**config.mk**
```make
export PLATFORM = sky130hd
export DESIGN_NAME = fpu_cmd_sequencer_flat
export DESIGN_NICKNAME = d
export VERILOG_FILES = /design/src/rtl/fpu_cmd_sequencer_if.sv /design/src/rtl/fpu_cmd_sequencer.sv /design/src/flat_wrapper.sv
export SDC_FILE = /design/constraint.sdc
export NUM_CORES = 1
export LEC_CHECK = 0
export ABC_AREA = 1
export CELL_PAD_IN_SITES_DETAIL_PLACEMENT = 0
export CELL_PAD_IN_SITES_GLOBAL_PLACEMENT = 1
export CORE_MARGIN = 3
export CORE_UTILIZATION = 27
export CTS_CLUSTER_SIZE = 40
export DETAILED_ROUTE_END_ITERATION = 12
export MAX_ROUTING_LAYER = met4
export PLACE_DENSITY_LB_ADDON = 0.1
export SLEW_MARGIN = 20
export SYNTH_ARGS = -nofsm -noshare
export SYNTH_HDL_FRONTEND = slang
export SYNTH_SLANG_ARGS = --single-unit
```
**constraint.sdc**
```tcl
create_clock -name clk -period 4.2 [get_ports clk]
set_input_delay 0.84 -clock clk [delete_from_list [all_inputs] [get_ports clk]]
set_output_delay 0.84 -clock clk [all_outputs]
set_load 0.1 [all_outputs]
```
**src/rtl/fpu_cmd_sequencer_if.sv**
```systemverilog
// fpu_cmd_sequencer_if: request, response and ALU command signals of the FPU command sequencer.
//   req_*  : valid/ready request from the front-end (opcode, operand a/b, tag)
//   rsp_*  : valid/ready response to the front-end (result, flags, tag)
//   alu_*  : opcode/operands towards the ALU and result/flags/done back from it
//   master : front-end + ALU view; slave : sequencer view
interface fpu_cmd_sequencer_if #(parameter int TAG_W = 4);
  logic             req_valid;
  logic             req_ready;
  logic [2:0]       req_opcode;
  logic [31:0]      req_a;
  logic [31:0]      req_b;
  logic [TAG_W-1:0] req_tag;
  logic             rsp_valid;
  logic             rsp_ready;
  logic [31:0]      rsp_result;
  logic [4:0]       rsp_flags;
  logic [TAG_W-1:0] rsp_tag;
  logic [2:0]       alu_opcode;
  logic [31:0]      alu_op_a;
  logic [31:0]      alu_op_b;
  logic [31:0]      alu_result;
  logic             alu_exception;
  logic             alu_overflow;
  logic             alu_underflow;
  logic             alu_done;
  modport master (
    output req_valid, req_opcode, req_a, req_b, req_tag, rsp_ready,
           alu_result, alu_exception, alu_overflow, alu_underflow, alu_done,
    input  req_ready, rsp_valid, rsp_result, rsp_flags, rsp_tag,
           alu_opcode, alu_op_a, alu_op_b
  );
  modport slave (
    input  req_valid, req_opcode, req_a, req_b, req_tag, rsp_ready,
           alu_result, alu_exception, alu_overflow, alu_underflow, alu_done,
    output req_ready, rsp_valid, rsp_result, rsp_flags, rsp_tag,
           alu_opcode, alu_op_a, alu_op_b
  );
endinterface

```
**src/rtl/fpu_cmd_sequencer.sv**
```systemverilog
// fpu_cmd_sequencer: issues one FP request at a time to the ALU and returns result/flags with the caller tag.
//   clk, reset (async, active-high) : clock and reset
//   bus (slave)                     : req_* in, rsp_* out, alu_* command/result
//   busy                            : sequencer not idle
//   FPU_SEQ_LATENCY_EN (macro)      : adds rsp_latency[7:0] (ISSUE entry to capture, saturating)
//                                     and stat_timeouts[15:0] (saturating timeout count)
module fpu_cmd_sequencer #(
  parameter int TAG_W   = 4,
  parameter int SETTLE  = 2,
  parameter int TIMEOUT = 64
) (
  input  logic clk,
  input  logic reset,
  fpu_cmd_sequencer_if.slave bus,
  output logic busy
`ifdef FPU_SEQ_LATENCY_EN
  ,
  output logic [7:0]  rsp_latency,
  output logic [15:0] stat_timeouts
`endif
);
  localparam int CW = $clog2(TIMEOUT + 1);
  localparam logic [CW-1:0] SETTLE_LAST = CW'(SETTLE - 1);
  localparam logic [CW-1:0] TMO_LAST    = CW'(TIMEOUT - 1);
  typedef enum logic [2:0] {IDLE, ISSUE, WAIT, RESP, DRAIN} state_t;
  state_t        state, state_n;
  logic [CW-1:0] cnt;
  logic          accept, legal, done_hit, tmo_hit, rsp_hs, is_mul;
`ifdef FPU_SEQ_LATENCY_EN
  logic [7:0]    lat_val;
`endif
  assign busy          = state != IDLE;
  assign bus.req_ready = state == IDLE;
  always_comb begin
    accept   = state == IDLE && bus.req_valid;
    legal    = bus.req_opcode != 3'd0 && bus.req_opcode <= 3'd5;
    done_hit = state == WAIT && bus.alu_done;
    // done in the same cycle as the deadline takes priority
    tmo_hit  = (state == ISSUE || state == WAIT) && cnt == TMO_LAST && !done_hit;
    rsp_hs   = state == RESP && bus.rsp_valid && bus.rsp_ready;
    is_mul   = bus.alu_opcode == 3'd3;
`ifdef FPU_SEQ_LATENCY_EN
    lat_val  = (32'(cnt) + 32'd1 > 32'd255) ? 8'hFF : 8'(32'(cnt) + 32'd1);
`endif
    state_n  = state;
    case (state)
      IDLE:    state_n = accept ? (legal ? ISSUE : RESP) : IDLE;
      ISSUE:   state_n = tmo_hit ? RESP : (cnt == SETTLE_LAST ? WAIT : ISSUE);
      WAIT:    state_n = (done_hit || tmo_hit) ? RESP : WAIT;
      // illegal responses never touched the ALU, so there is no done to drain
      RESP:    state_n = rsp_hs ? (bus.rsp_flags[3] ? IDLE : DRAIN) : RESP;
      DRAIN:   state_n = cnt == CW'(1) ? IDLE : DRAIN;
      default: state_n = IDLE;
    endcase
  end
  always_ff @(posedge clk or posedge reset)
    if (reset) state <= IDLE;
    else       state <= state_n;
  always_ff @(posedge clk or posedge reset) begin
    if (reset) begin
      cnt            <= '0;
      bus.rsp_valid  <= 1'b0;
      bus.rsp_result <= '0;
      bus.rsp_flags  <= '0;
      bus.rsp_tag    <= '0;
      bus.alu_opcode <= '0;
      bus.alu_op_a   <= '0;
      bus.alu_op_b   <= '0;
`ifdef FPU_SEQ_LATENCY_EN
      rsp_latency    <= '0;
      stat_timeouts  <= '0;
`endif
    end else begin
      // one counter serves settle, timeout (continues ISSUE->WAIT) and drain
      cnt <= (state_n != state && (state_n == ISSUE || state_n == DRAIN)) ? '0 : cnt + 1'b1;
      if (accept) bus.rsp_tag <= bus.req_tag;
      if (accept && legal) begin
        bus.alu_opcode <= bus.req_opcode;
        bus.alu_op_a   <= bus.req_a;
        bus.alu_op_b   <= bus.req_b;
      end
      if (accept && !legal) begin
        bus.rsp_valid  <= 1'b1;
        bus.rsp_result <= '0;
        bus.rsp_flags  <= 5'b01000;
`ifdef FPU_SEQ_LATENCY_EN
        rsp_latency    <= '0;
`endif
      end
      if (done_hit) begin
        bus.rsp_valid  <= 1'b1;
        bus.rsp_result <= bus.alu_result;
        // the ALU only refreshes overflow/underflow for MUL; SQRT exception is not meaningful
        bus.rsp_flags  <= {2'b00, is_mul & bus.alu_underflow, is_mul & bus.alu_overflow,
                           bus.alu_opcode != 3'd5 && bus.alu_exception};
`ifdef FPU_SEQ_LATENCY_EN
        rsp_latency    <= lat_val;
`endif
      end else if (tmo_hit) begin
        bus.rsp_valid  <= 1'b1;
        bus.rsp_result <= '0;
        bus.rsp_flags  <= 5'b10000;
`ifdef FPU_SEQ_LATENCY_EN
        rsp_latency    <= lat_val;
        stat_timeouts  <= stat_timeouts == 16'hFFFF ? stat_timeouts : stat_timeouts + 16'd1;
`endif
      end
      if (rsp_hs) begin
        bus.rsp_valid  <= 1'b0;
        bus.alu_opcode <= '0;
      end
    end
  end
endmodule

```
**src/flat_wrapper.sv**
```systemverilog
// flat-port wrapper written by rule: the top's interface ports become plain ports
module fpu_cmd_sequencer_flat 
#(
  parameter int TAG_W   = 4,
  parameter int SETTLE  = 2,
  parameter int TIMEOUT = 64
)
  (clk, reset, busy, bus_req_valid, bus_req_opcode, bus_req_a, bus_req_b, bus_req_tag, bus_rsp_ready, bus_alu_result, bus_alu_exception, bus_alu_overflow, bus_alu_underflow, bus_alu_done, bus_req_ready, bus_rsp_valid, bus_rsp_result, bus_rsp_flags, bus_rsp_tag, bus_alu_opcode, bus_alu_op_a, bus_alu_op_b);
  fpu_cmd_sequencer_if #(.TAG_W(TAG_W)) bus_i ();
  input  logic clk;
  input  logic reset;
  output logic busy;
  input wire logic [$bits(bus_i.req_valid)-1:0] bus_req_valid;
  input wire logic [$bits(bus_i.req_opcode)-1:0] bus_req_opcode;
  input wire logic [$bits(bus_i.req_a)-1:0] bus_req_a;
  input wire logic [$bits(bus_i.req_b)-1:0] bus_req_b;
  input wire logic [$bits(bus_i.req_tag)-1:0] bus_req_tag;
  input wire logic [$bits(bus_i.rsp_ready)-1:0] bus_rsp_ready;
  input wire logic [$bits(bus_i.alu_result)-1:0] bus_alu_result;
  input wire logic [$bits(bus_i.alu_exception)-1:0] bus_alu_exception;
  input wire logic [$bits(bus_i.alu_overflow)-1:0] bus_alu_overflow;
  input wire logic [$bits(bus_i.alu_underflow)-1:0] bus_alu_underflow;
  input wire logic [$bits(bus_i.alu_done)-1:0] bus_alu_done;
  output wire logic [$bits(bus_i.req_ready)-1:0] bus_req_ready;
  output wire logic [$bits(bus_i.rsp_valid)-1:0] bus_rsp_valid;
  output wire logic [$bits(bus_i.rsp_result)-1:0] bus_rsp_result;
  output wire logic [$bits(bus_i.rsp_flags)-1:0] bus_rsp_flags;
  output wire logic [$bits(bus_i.rsp_tag)-1:0] bus_rsp_tag;
  output wire logic [$bits(bus_i.alu_opcode)-1:0] bus_alu_opcode;
  output wire logic [$bits(bus_i.alu_op_a)-1:0] bus_alu_op_a;
  output wire logic [$bits(bus_i.alu_op_b)-1:0] bus_alu_op_b;
  assign bus_i.req_valid = bus_req_valid;
  assign bus_i.req_opcode = bus_req_opcode;
  assign bus_i.req_a = bus_req_a;
  assign bus_i.req_b = bus_req_b;
  assign bus_i.req_tag = bus_req_tag;
  assign bus_i.rsp_ready = bus_rsp_ready;
  assign bus_i.alu_result = bus_alu_result;
  assign bus_i.alu_exception = bus_alu_exception;
  assign bus_i.alu_overflow = bus_alu_overflow;
  assign bus_i.alu_underflow = bus_alu_underflow;
  assign bus_i.alu_done = bus_alu_done;
  assign bus_req_ready = bus_i.req_ready;
  assign bus_rsp_valid = bus_i.rsp_valid;
  assign bus_rsp_result = bus_i.rsp_result;
  assign bus_rsp_flags = bus_i.rsp_flags;
  assign bus_rsp_tag = bus_i.rsp_tag;
  assign bus_alu_opcode = bus_i.alu_opcode;
  assign bus_alu_op_a = bus_i.alu_op_a;
  assign bus_alu_op_b = bus_i.alu_op_b;
  fpu_cmd_sequencer #(.TAG_W(TAG_W), .SETTLE(SETTLE), .TIMEOUT(TIMEOUT)) u_core (.clk(clk), .reset(reset), .bus(bus_i), .busy(busy));
endmodule
```
==> results, run 1 <==
- The run finished with clean final reports.
- After clock tree synthesis, the setup repair step added 0 buffers.
- Synthesis produced 538 cells.
- The routed via count is 4,149.
- The count of final setup violators is 0.
- The per-cell routed wire length is 14.0 um.
- The via count of the first global-routing pass is 4,118.
- The number of clock buffers added by TritonCTS is 17.
- Traced cell by cell, the critical path runs through nor2_4 -> nand2_4 -> inv_1 -> clkdlybuf4s50_1.
- The cell with the most instances after synthesis is sky130_fd_sc_hd__nand2_1.
- The die span in y is 141 um.
- From left edge to right edge, the die measures 141 um.
- The required time of the critical path is 3.36 ns.
- Entering global routing, the biggest net connects 80 pins.
- In this run, the number of DRC markers left after iteration 0 of detailed routing was 186.
- Setup repair after global routing left no endpoint under its margin.
- The largest single stage delay on the critical path is 1.13 ns.
- The final routed DRC violation total is 0.
- The relative max-transition margin is 0.310.
- Once detailed placement completed, the half-perimeter wirelength came to 10,000 um.
- The number of maximum-capacitance violations is 0.
- The number of hold violations in the final report is 0.
- The number of vias per cell after detailed routing is 4.16.
- For this design, the sink count on the clock tree is 119.
- The biggest area consumer among synthesized cells is sky130_fd_sc_hd__dfrtp_1.
- The max-slew violation count was 0.
- Of the synthesized area, sequential elements account for 0.605.
- Among all stages on the critical path, the largest delay is contributed by sky130_fd_sc_hd__clkdlybuf4s50_1.
- After the last flow step, the layout net total stands at 874.
- The overall die area is 19,900 um^2.
- TritonCTS built the clock tree.
- STA puts the critical path data arrival time at 2.27 ns.
- The area growth from synthesis to final layout is 61.6%.
- The row count is 48.
- The setup path with the least slack is of type reg2out.
- The count of nets left with antenna violations after detail routing is 0.
- The post-cts gate resize count is 0.
- Summed over all failing endpoints, the final setup total negative slack is 0 ns.
- The prevailing post-synth register cell is sky130_fd_sc_hd__dfrtp_1.
- In this run the number of H-tree levels came out at 4.
- The total routing usage reported by global routing is 0.147.
- The number of enable-type register cells in the synthesized netlist is 0.
- Of the available clock period, the critical path in the final layout requires 0.741.
- The clock-pin slew on the worst setup and hold paths is 0.06 ns.
- In this run the tool buffered the top-level ports with 221 buffer cells.
- The worst setup path is captured at an output port.
- The mean cell area of the mapped netlist is 9.14 um^2.
- The region available for standard cell placement spans 17,500 um^2.
- Yosys printed 0 warnings.
- The worst-case clock buffer depth is 2.
- The antenna diode instance count is 0.
- The worst hold-check path type is reg2reg.
- The number of buffers inserted for hold repair after clock tree synthesis is 0.
- The post-synthesis cell type count is 27.
- The largest clock skew in the final design is 0.00821 ns.
- The first global-routing pass estimated 22,100 um of wire.
- The total overflow left after global routing is 0.
- The share of layout cells above drive strength 1 is 0.0763.
- The achievable clock frequency is 321 MHz.
- The area share of the leading cell type in the synthesized netlist is 0.605.
- After synthesis the cells add up to 4920 um^2.
- The number of antenna violations at the first check in global routing is 0.
- For the pin with the worst max-slew slack, the measured transition is 1.03 ns.
- The initial core utilization is 0.280.
- For this run, asynchronously set or reset flops after synthesis account for 1.00.
- The boundary pin count is 222.
- The startpoint class of the critical path is a flop.
- The congestion estimate from routability-driven global placement came to 0.787.
- By area the synthesized netlist is led by sky130_fd_sc_hd__dfrtp_1, sky130_fd_sc_hd__nand2_1, sky130_fd_sc_hd__inv_1.
- The insertion delay to the later sink of the worst-skew pair is 0.41 ns.
- Counting instances in the post-synthesis netlist gives the leading cell types as sky130_fd_sc_hd__nand2_1, sky130_fd_sc_hd__dfrtp_1, sky130_fd_sc_hd__inv_1.
- CTS placed an instance of sky130_fd_sc_hd__clkbuf_16 at the clock tree root.
- Subtracting the final worst setup slack from the clock period gives 3.11 ns.
- The register bit count reported by yosys is 119.
- The final layout contains routed wiring with a total length of 14,000 um.
- For this run, the detailed router's first-pass iteration total came to 4.
- The number of nets in the synthesized netlist is 651.
- The maximum fanout along the worst path is 5.
[logic make-up (layout without fill, tap and decap cells)]
logic type | after synthesis | in the layout | synth area share
flops | 119 | 119 | 0.605
xor+xnor | 4 | 4 | 0.00712
simple gates | 220 | 220 | 0.180
fa+ha+maj | 2 | 2 | 0.00509
compound gates | 83 | 83 | 0.102
buf+inv | 110 | 345 | 0.100
[cell usage in the layout, fill, tap and decap left out]
cell type and n:
sky130_fd_sc_hd__nor2_4 1, sky130_fd_sc_hd__o21ai_2 20, sky130_fd_sc_hd__xor2_1 3, sky130_fd_sc_hd__clkinv_1 1, sky130_fd_sc_hd__o22ai_1 3, sky130_fd_sc_hd__clkinv_2 3
sky130_fd_sc_hd__nor2_8 1, sky130_fd_sc_hd__clkinvlp_4 1, sky130_fd_sc_hd__nor2_1 7, sky130_fd_sc_hd__nor3_1 2, sky130_fd_sc_hd__a21oi_1 10, sky130_fd_sc_hd__nand4_1 2
sky130_fd_sc_hd__nand3b_1 1, sky130_fd_sc_hd__o311ai_0 1, sky130_fd_sc_hd__ha_1 2, sky130_fd_sc_hd__buf_4 2, sky130_fd_sc_hd__o21ai_0 8, sky130_fd_sc_hd__buf_12 2
sky130_fd_sc_hd__a21oi_2 1, sky130_fd_sc_hd__xnor2_1 1, sky130_fd_sc_hd__bufinv_16 5, sky130_fd_sc_hd__inv_4 1, sky130_fd_sc_hd__clkbuf_1 3, sky130_fd_sc_hd__dfrtp_1 119
sky130_fd_sc_hd__o21ai_1 40, sky130_fd_sc_hd__clkbuf_16 17, sky130_fd_sc_hd__nand3_1 11, sky130_fd_sc_hd__inv_2 1, sky130_fd_sc_hd__nand2_1 193, sky130_fd_sc_hd__clkdlybuf4s50_1 221
sky130_fd_sc_hd__clkbuf_8 2, sky130_fd_sc_hd__nand2_4 1, sky130_fd_sc_hd__inv_1 86, sky130_fd_sc_hd__or2_4 1
[metrics by stage]
step / instance area [um^2] / hold WS, ns / worst slack [ns] / util / cells
6_report: 7950 / 0.466 / 1.09 / 0.453 / 998
5_1_grt: 7950 / 0.478 / 1.00 / 0.453 / 998
4_1_cts: 7950 / 0.472 / 1.07 / 0.453 / 998
3_5_place_dp: 7310 / 0.458 / 1.16 / 0.417 / 967
3_3_place_gp: 7310 / 0.452 / 1.28 / 0.417 / 967
2_1_floorplan: 4920 / 0.455 / 0.203 / - / 538
[final timing paths]
path	startpoint	to	slack (ns)	cells after the start
max in group asynchronous	reset	u_core.bus.alu_op_a[6]	2.47	3
min in group asynchronous	reset	u_core.bus.alu_op_b[22]	0.92	2
worst min-delay path	u_core.bus.rsp_result[15]	u_core.bus.rsp_result[15]	0.47	2
worst max register to register	u_core.cnt[0]	u_core.bus.rsp_result[22]	1.91	9
worst max-delay path	u_core.state[0]	bus_req_ready	1.09	4
worst min register to register	u_core.bus.rsp_result[15]	u_core.bus.rsp_result[15]	0.47	2
[critical path, delay by kind of cell (launching register included)]
kind          cells  cell delay [ns]
buf+inv           2             1.19
flops             1             0.44
simple gates      2             0.24
[flip-flops by register name (all words and copies together) (netlist names)]
register	flops
u_core.bus.rsp_flags	5
u_core.state	3
u_core.cnt	7
u_core.bus.alu_op_b	32
u_core.bus.rsp_tag	4
u_core.bus.rsp_valid	1
u_core.bus.alu_opcode	3
u_core.bus.rsp_result	32
u_core.bus.alu_op_a	32
[cell type report]
class | count | area [um^2]
Fill cell | 1662 | 9590
Clock inverter | 9 | 173
Multi-Input combinational cell | 309 | 1450
Sequential cell | 119 | 2980
Clock buffer | 22 | 464
Tap cell | 225 | 282
Timing Repair Buffer | 225 | 2270
Inverter | 89 | 337
[per-layer routing]
metal,up-vias,wire length (um),GRT usage,share of wire
li1,2086,-,-,-
met1,1882,6630,0.191,0.47
met2,168,6010,0.207,0.43
met3,13,1210,0.0607,0.086
met4,0,152,0.0495,0.011
met5,-,0,-,0
Power of run 1 is not shown: default switching activity piles up to over one toggle a cycle in this logic, so the estimate is an artifact.
==> run 2: changes to the inputs <==
- clock period: 4.2 -> 2.5 ns (I/O delays scaled with it)
==> run 2 against run 1 <==
Net effect: wire length is 0.11% higher; via count is 0.72% higher; non-clock buffer count is 10 higher; flip-flop and latch count stayed put; setup slack worse by 0.50 ns; clock-buffer cell count is 2 higher; first-iteration DRC count is 0.54% lower; utilization is 0.98 points lower.
==> results, run 2 (same netlist as run 1, synthesis figures left out) <==
- The run finished with clean final reports.
- For this run, the total global-route usage over all layers was measured as 0.149.
- The worst register-to-register path has a depth of 8.
- On the worst path, the slowest cell contributes a delay of 0.44 ns.
- Setup slack on the worst reg-to-reg path comes out at 0.71 ns.
- The routed via count is 4,179.
- The achievable clock frequency is 523 MHz.
- No sink is reached through more buffers than the 2 on the longest clock path.
- 222 I/O pins were placed.
- The required time of the critical path is 2.00 ns.
- The placed cell count is 977.
- For this run the aggregate overflow at the end of global routing stands at 0.
- The detailed placement HPWL is 10,400 um.
- The antenna diode instance count is 0.
- The data arrival time of the critical path is 1.41 ns.
- The level count of the clock H-tree is 4.
- The overall die area is 19,900 um^2.
- In the final layout, the share of cells above drive strength 1 is 0.231.
- Setup violations remaining at the end of the flow were counted as 0.
- The area growth from synthesis to final layout is 58.1%.
- The number of filler instances in the final layout is 1,736.
- The utilization after layout is 0.443.
- On the critical path, the stage with the largest delay is an instance of sky130_fd_sc_hd__dfrtp_1.
- The count of nets left with antenna violations once routing finished came out at 0.
- Setup repair after global routing left no endpoint under its margin.
- The standard cell core area is 17,500 um^2.
- For this run, the post-layout net count is 884.
- The number of hold violations in the final report was 0.
- The accumulated negative setup slack is 0 ns.
- The worst register-to-register path begins at u_core.cnt[0].
- The wire length of the first global-routing pass is 22,700 um.
- Leaving out filler cells and counting taps, the final layout contains 1,008.
- The via count of the first global-routing pass is 4,334.
- The number of antenna violations at the first check in global routing is 0.
- For this run, design rule violations remaining after detail routing come to 0.
- The wire length after detailed routing is 14,000 um.
- The number of setup buffers added after CTS is 0.
- The clock-pin slew on the worst setup and hold paths is 0.06 ns.
- The clock arrives with 0.00867 ns of skew.
- For this configuration, the core starts out at a cell density of 0.280.
- The CTS tree is done.
- The largest registers in the layout are u_core.bus.alu_op_a x32, u_core.bus.alu_op_b x32, u_core.bus.rsp_result x32.
- Routability-driven placement finished with a final weighted congestion of 0.769.
- Hold is met by 0.469 ns.
- The detailed router finished its first iteration with 185 violations.
- The horizontal die dimension is 141 um.
- In this run the vertical extent of the chip is 141 um.
- The worst setup path is captured at an output port.
- For this design, the CTS-stage hold fixing added 0 buffers.
- Leaving out fill and tap cells, the most frequent cell in the layout is sky130_fd_sc_hd__nand2_1.
- At the later pin of the worst-skew pair, clock insertion delay measures 0.40 ns.
- Counting every sink on the clock net gives 119.
- Dividing the final minimum period by the clock period gives 0.765.
- The clock root buffer master is sky130_fd_sc_hd__clkbuf_16.
- The setup path with the least slack is of type reg2out.
- The number of port buffers is 221.
- Of all nets on the critical path, the largest fanout is 5.
- Before antenna repair, the detailed router went through 6 iterations.
- Walking the worst path, the cells encountered are nor2_4 -> nand2_4 -> inv_1 -> buf_4.
- The largest net degree at the start of global routing is 48.
- The max-slew violation count is 0.
- The worst hold path startpoint is u_core.bus.rsp_result[17].
- The worst hold path depth is 2.
- For the pin with the worst max-slew slack, the measured transition is 0.594 ns.
- The total clock buffers created by CTS is 17.
- Headroom to the max-slew limit came out at 0.603.
- After detailed routing, the average wire length per cell comes to 13.9 um.
- The clock period minus final worst setup slack is 1.91 ns.
- In the routed layout, each cell is associated on average with a via count of 4.15.
- The startpoint class of the critical path is a flop.
- The worst hold-check path type is reg2reg.
- The library cells used most frequently in the layout, excluding fill and tap cells, are sky130_fd_sc_hd__nand2_1, sky130_fd_sc_hd__buf_4, sky130_fd_sc_hd__dfrtp_1.
- The number of maximum-capacitance violations is 0.
- The destination of the worst hold path is u_core.bus.rsp_result[17].
- The post-cts gate resize count is 0.
- The initialized floorplan defines 48 standard-cell rows.
- The end of the worst register-to-register path is u_core.cnt[2].
## run 2: cell count changes in the layout (fill, tap and decap cells not counted)
cell	delta
sky130_fd_sc_hd__buf_4	+119
sky130_fd_sc_hd__clkinvlp_4	+2
sky130_fd_sc_hd__inv_4	-1
sky130_fd_sc_hd__bufinv_16	-1
sky130_fd_sc_hd__buf_12	+2
sky130_fd_sc_hd__clkbuf_1	-1
sky130_fd_sc_hd__clkdlybuf4s50_1	-111
sky130_fd_sc_hd__clkinv_2	-2
sky130_fd_sc_hd__clkbuf_8	+3
## run 2: metrics by stage
step                worst slack (ns)  instance area, um^2
finish                         0.587                 7780
global route                   0.484                 7780
CTS                            0.550                 7780
detailed placement             0.346                 7140
global placement               0.305                 7140
floorplan                      0.541                 4920
## run 2: worst max-delay path by stage
stage	slack, ns	from	to	cells past startpoint
2_1_floorplan	0.54	reset	u_core.bus.alu_op_a[0]	1
3_3_place_gp	0.30	bus_req_opcode[2]	u_core.bus.alu_opcode[2]	6
3_5_place_dp	0.35	bus_req_opcode[2]	u_core.bus.alu_opcode[2]	6
4_1_cts	0.55	u_core.state[0]	bus_req_ready	4
5_1_grt	0.48	u_core.state[0]	bus_req_ready	4
6_report	0.59	u_core.state[0]	bus_req_ready	4
## run 2: critical path, delay by kind of cell, from the launching register on
kind                   cells  cell delay, ns
buffers and inverters      2            0.34
flip-flops                 1            0.44
AND/OR/NAND/NOR            2            0.24
## run 2: layout make-up
class,count,area (um^2),share of cell area
Inverter,89,338,0.0434
Clock buffer,24,502,0.0645
Timing Repair Buffer,235,2090,0.269
Clock inverter,7,140,0.0180
Sequential cell,119,2980,0.383
Multi-Input combinational cell,309,1450,0.186
Tap cell,225,282,0.0362
## run 2: routing by layer
layer	vias up	GRT usage	share of wire
met3	13	0.0485	0.083
met4	0	0.0495	0.011
met1	1889	0.192	0.47
li1	2103	-	-
met5	-	-	0
met2	174	0.223	0.44
Power of run 2 is left out for the same reason.
==> run 3: changes to the inputs <==
- clock period: 2.5 -> 1.63 ns (I/O delays scaled with it)
==> run 3 against run 2 <==
Net effect: the flow now finishes with violations (setup timing); wire length increased by 19%; setup slack lost 0.64 ns; clock skew fell by 0.0034 ns; sequential share of layout area decreased by 8.4 points.
==> results, run 3 (same netlist as run 1, synthesis figures left out) <==
- The run finished, with violations left.
- The checks that failed: setup timing.
- The leftover overflow at the end of global routing is 0.
- At the placement stage, the worst setup path has a slack of -0.239 ns.
- The level count of the clock H-tree is 4.
- The area growth from synthesis to layout is 103%.
- TritonCTS built the clock tree.
- The count of nets left with antenna violations after detail routing is 0.
- In the global route stage, met2 resource usage came out at 0.232.
- Across the run, the number of max-cap violations was 0.
- At the pin with the least slew margin, the transition time is 0.418 ns.
- The worst register-to-register path has a setup slack of -0.03 ns.
- The global routing stage identified its most utilized layer as met2.
- The worst path setup slack after routing is -0.0572 ns.
- The startpoint class of the critical path is a flop.
- Routability-driven placement finished with a final weighted congestion of 0.813.
- The number of antenna violations at the first check in global routing is 0.
- The endpoint identified for the worst register-to-register timing path is u_core.bus.alu_op_a[19].
- The signal on the critical path passes through nor2_4 -> nand2_8 -> clkinvlp_4 -> buf_12.
- The required time of the critical path is 1.30 ns.
- The wire length after detailed routing is 16,700 um.
- The number of filler instances in the final layout is 1,473.
- The tree is rooted in a sky130_fd_sc_hd__clkbuf_16.
- The largest clock skew in the final design is 0.00531 ns.
- The data arrival time of the critical path is 1.36 ns.
- In this run the core area contains 48 standard-cell rows.
- Of the available clock period, the critical path in the final layout requires 1.04.
- Setup repair after global routing could not meet its margin everywhere.
- The die span in y is 141 um.
- The die covers 19,900 um^2.
- The clock period minus final worst setup slack is 1.69 ns.
- The routed via count is 4,582.
- The die is 141 um wide.
- The largest single stage delay on the critical path is 0.41 ns.
- At the end of the flow, the number of nets in the layout was 922.
- Summed over all failing endpoints, the final setup total negative slack is -0.0845 ns.
- The clock net in this run drives a total of 119 sinks.
- The standard cell core area is 17,500 um^2.
- The number of port buffers is 221.
- On the critical path the largest part of the delay comes from flip-flops.
- The depth of the worst register-to-register path is 8.
- In this run, the number of DRC markers left after iteration 0 of detailed routing was 307.
- After detailed routing, the number of vias per cell comes to 4.38.
- The number of detailed-routing iterations run before antenna repair is 5.
- The worst register-to-register path begins at u_core.state[0].
- By startpoint and endpoint, the worst setup path is classified as reg2out.
- The met3 usage in global routing is 0.0492.
- The achievable clock frequency is 593 MHz.
- The via count of the first global-routing pass came to 4,377.
- Of the cells placed in the final design, the portion with a size suffix greater than 1 is 0.355.
- Headroom to the max-slew limit came out at 0.721.
- The count of final setup violators is 2.
- The library cells used most frequently in the layout, excluding fill and tap cells, are sky130_fd_sc_hd__nand2_1, sky130_fd_sc_hd__dfrtp_1, sky130_fd_sc_hd__buf_12.
- The first global-routing pass estimated 23,600 um of wire.
- The number of buffers inserted for hold repair after clock tree synthesis is 0.
- The maximum fanout along the worst path is 3.
- The min-delay analysis places its worst path in the category in2async.
- For this run, global-route usage on met1 was measured as 0.202.
- Summing all multi-input logic gate instances after layout gives 1750 um^2.
- The initial utilization of the core area, before any placement, comes to 0.280.
- The largest net degree at the start of global routing is 74.
- The most common cell after layout, fill and taps aside is sky130_fd_sc_hd__nand2_1.
- The max-slew violation count is 0.
- The number of buffers and inverters on the critical path is 2.
- The largest registers in the layout are u_core.bus.alu_op_a x32, u_core.bus.alu_op_b x32, u_core.bus.rsp_result x32.
- The total routing usage reported by global routing is 0.156.
- The final routed DRC violation total is 0.
- The detailed placement HPWL is 10,800 um.
- The category of the worst setup path capture point is an output port.
- The total clock buffers created by CTS is 17.
- The repair_antennas step left the layout with diodes totalling 0.
- The per-cell routed wire length is 16.0 um.
- The number of hold violations in the final report is 0.
- The register cell area after layout is 2980 um^2.
- The critical-path cell with the highest stage delay is sky130_fd_sc_hd__dfrtp_1.
- For this run, the share of the core covered by cells in the final layout is 0.569.
- The insertion delay to the later sink of the worst-skew pair is 0.41 ns.
- The boundary pin count is 222.
- The worst-case clock buffer depth is 2.
- The clock-pin slew on the worst setup and hold paths is 0.05 ns.
## run 3: cell types whose count changed in the layout (fill, tap and decap cells not counted), sizes merged
cell | before | now
buf | 125 | 152
bufinv | 4 | 5
clkbuf | 24 | 33
inv | 87 | 86
or2 | 1 | 4
## run 3: repair_timing
| item | in CTS | in global routing |
|---|---|---|
| endpoints found under the setup margin | 14 | 84 |
| gates resized for setup | 2 | 64 |
| gates cloned | 0 | 17 |
| pin swaps | 1 | 4 |
| endpoints found under the hold margin | 0 | 0 |
| buffers inserted | 1 | 5 |
## run 3: how the worst max path moves through the flow
| stage | from | to | slack [ns] | depth (start not counted) |
|---|---|---|---|---|
| after floorplan | reset | u_core.bus.rsp_valid | -0.28 | 1 |
| after global placement | bus_req_opcode[2] | u_core.bus.alu_op_b[26] | -0.20 | 8 |
| after detailed placement | bus_req_opcode[1] | u_core.bus.alu_op_a[18] | -0.24 | 7 |
| after CTS | u_core.state[0] | bus_req_ready | -0.08 | 4 |
| after global routing | u_core.state[0] | bus_req_ready | -0.11 | 4 |
| final | u_core.state[0] | bus_req_ready | -0.06 | 4 |
## run 3: final cells by class
cell class | instances | area share
multi-input cells | 312 | 0.175
clock inverters | 7 | 0.0163
inverters | 89 | 0.0345
repair buffers | 270 | 0.397
clock buffers | 25 | 0.0507
well taps | 225 | 0.0282
flip-flops and latches | 119 | 0.299
## run 3: through the flow
step	area [um^2]	hold WS [ns]	std cells
after floorplan	5030	0.443	538
after global placement	8770	0.517	993
after detailed placement	8770	0.521	993
after CTS	9440	0.364	1025
after global routing	9980	0.384	1047
final	9980	0.365	1047
## run 3: per-layer routing
| metal | share of wire | wire length, um | vias to the layer above |
|---|---|---|---|
| li1 | - | - | 2189 |
| met1 | 0.43 | 7190 | 2185 |
| met2 | 0.49 | 8150 | 186 |
| met3 | 0.066 | 1110 | 22 |
| met4 | 0.017 | 276 | 0 |
| met5 | 0 | 0 | - |
## run 3: worst register-to-register path, stage by stage, from the launching register on
cell                        delay (ns)
sky130_fd_sc_hd__dfrtp_1          0.41
sky130_fd_sc_hd__nor2_4           0.19
sky130_fd_sc_hd__nand2_8          0.10
sky130_fd_sc_hd__nor2_8           0.12
sky130_fd_sc_hd__inv_4            0.06
sky130_fd_sc_hd__or2_4            0.32
sky130_fd_sc_hd__clkbuf_16        0.20
sky130_fd_sc_hd__nand2_1          0.05
sky130_fd_sc_hd__o21ai_1          0.09
Power of run 3 is left out for the same reason.
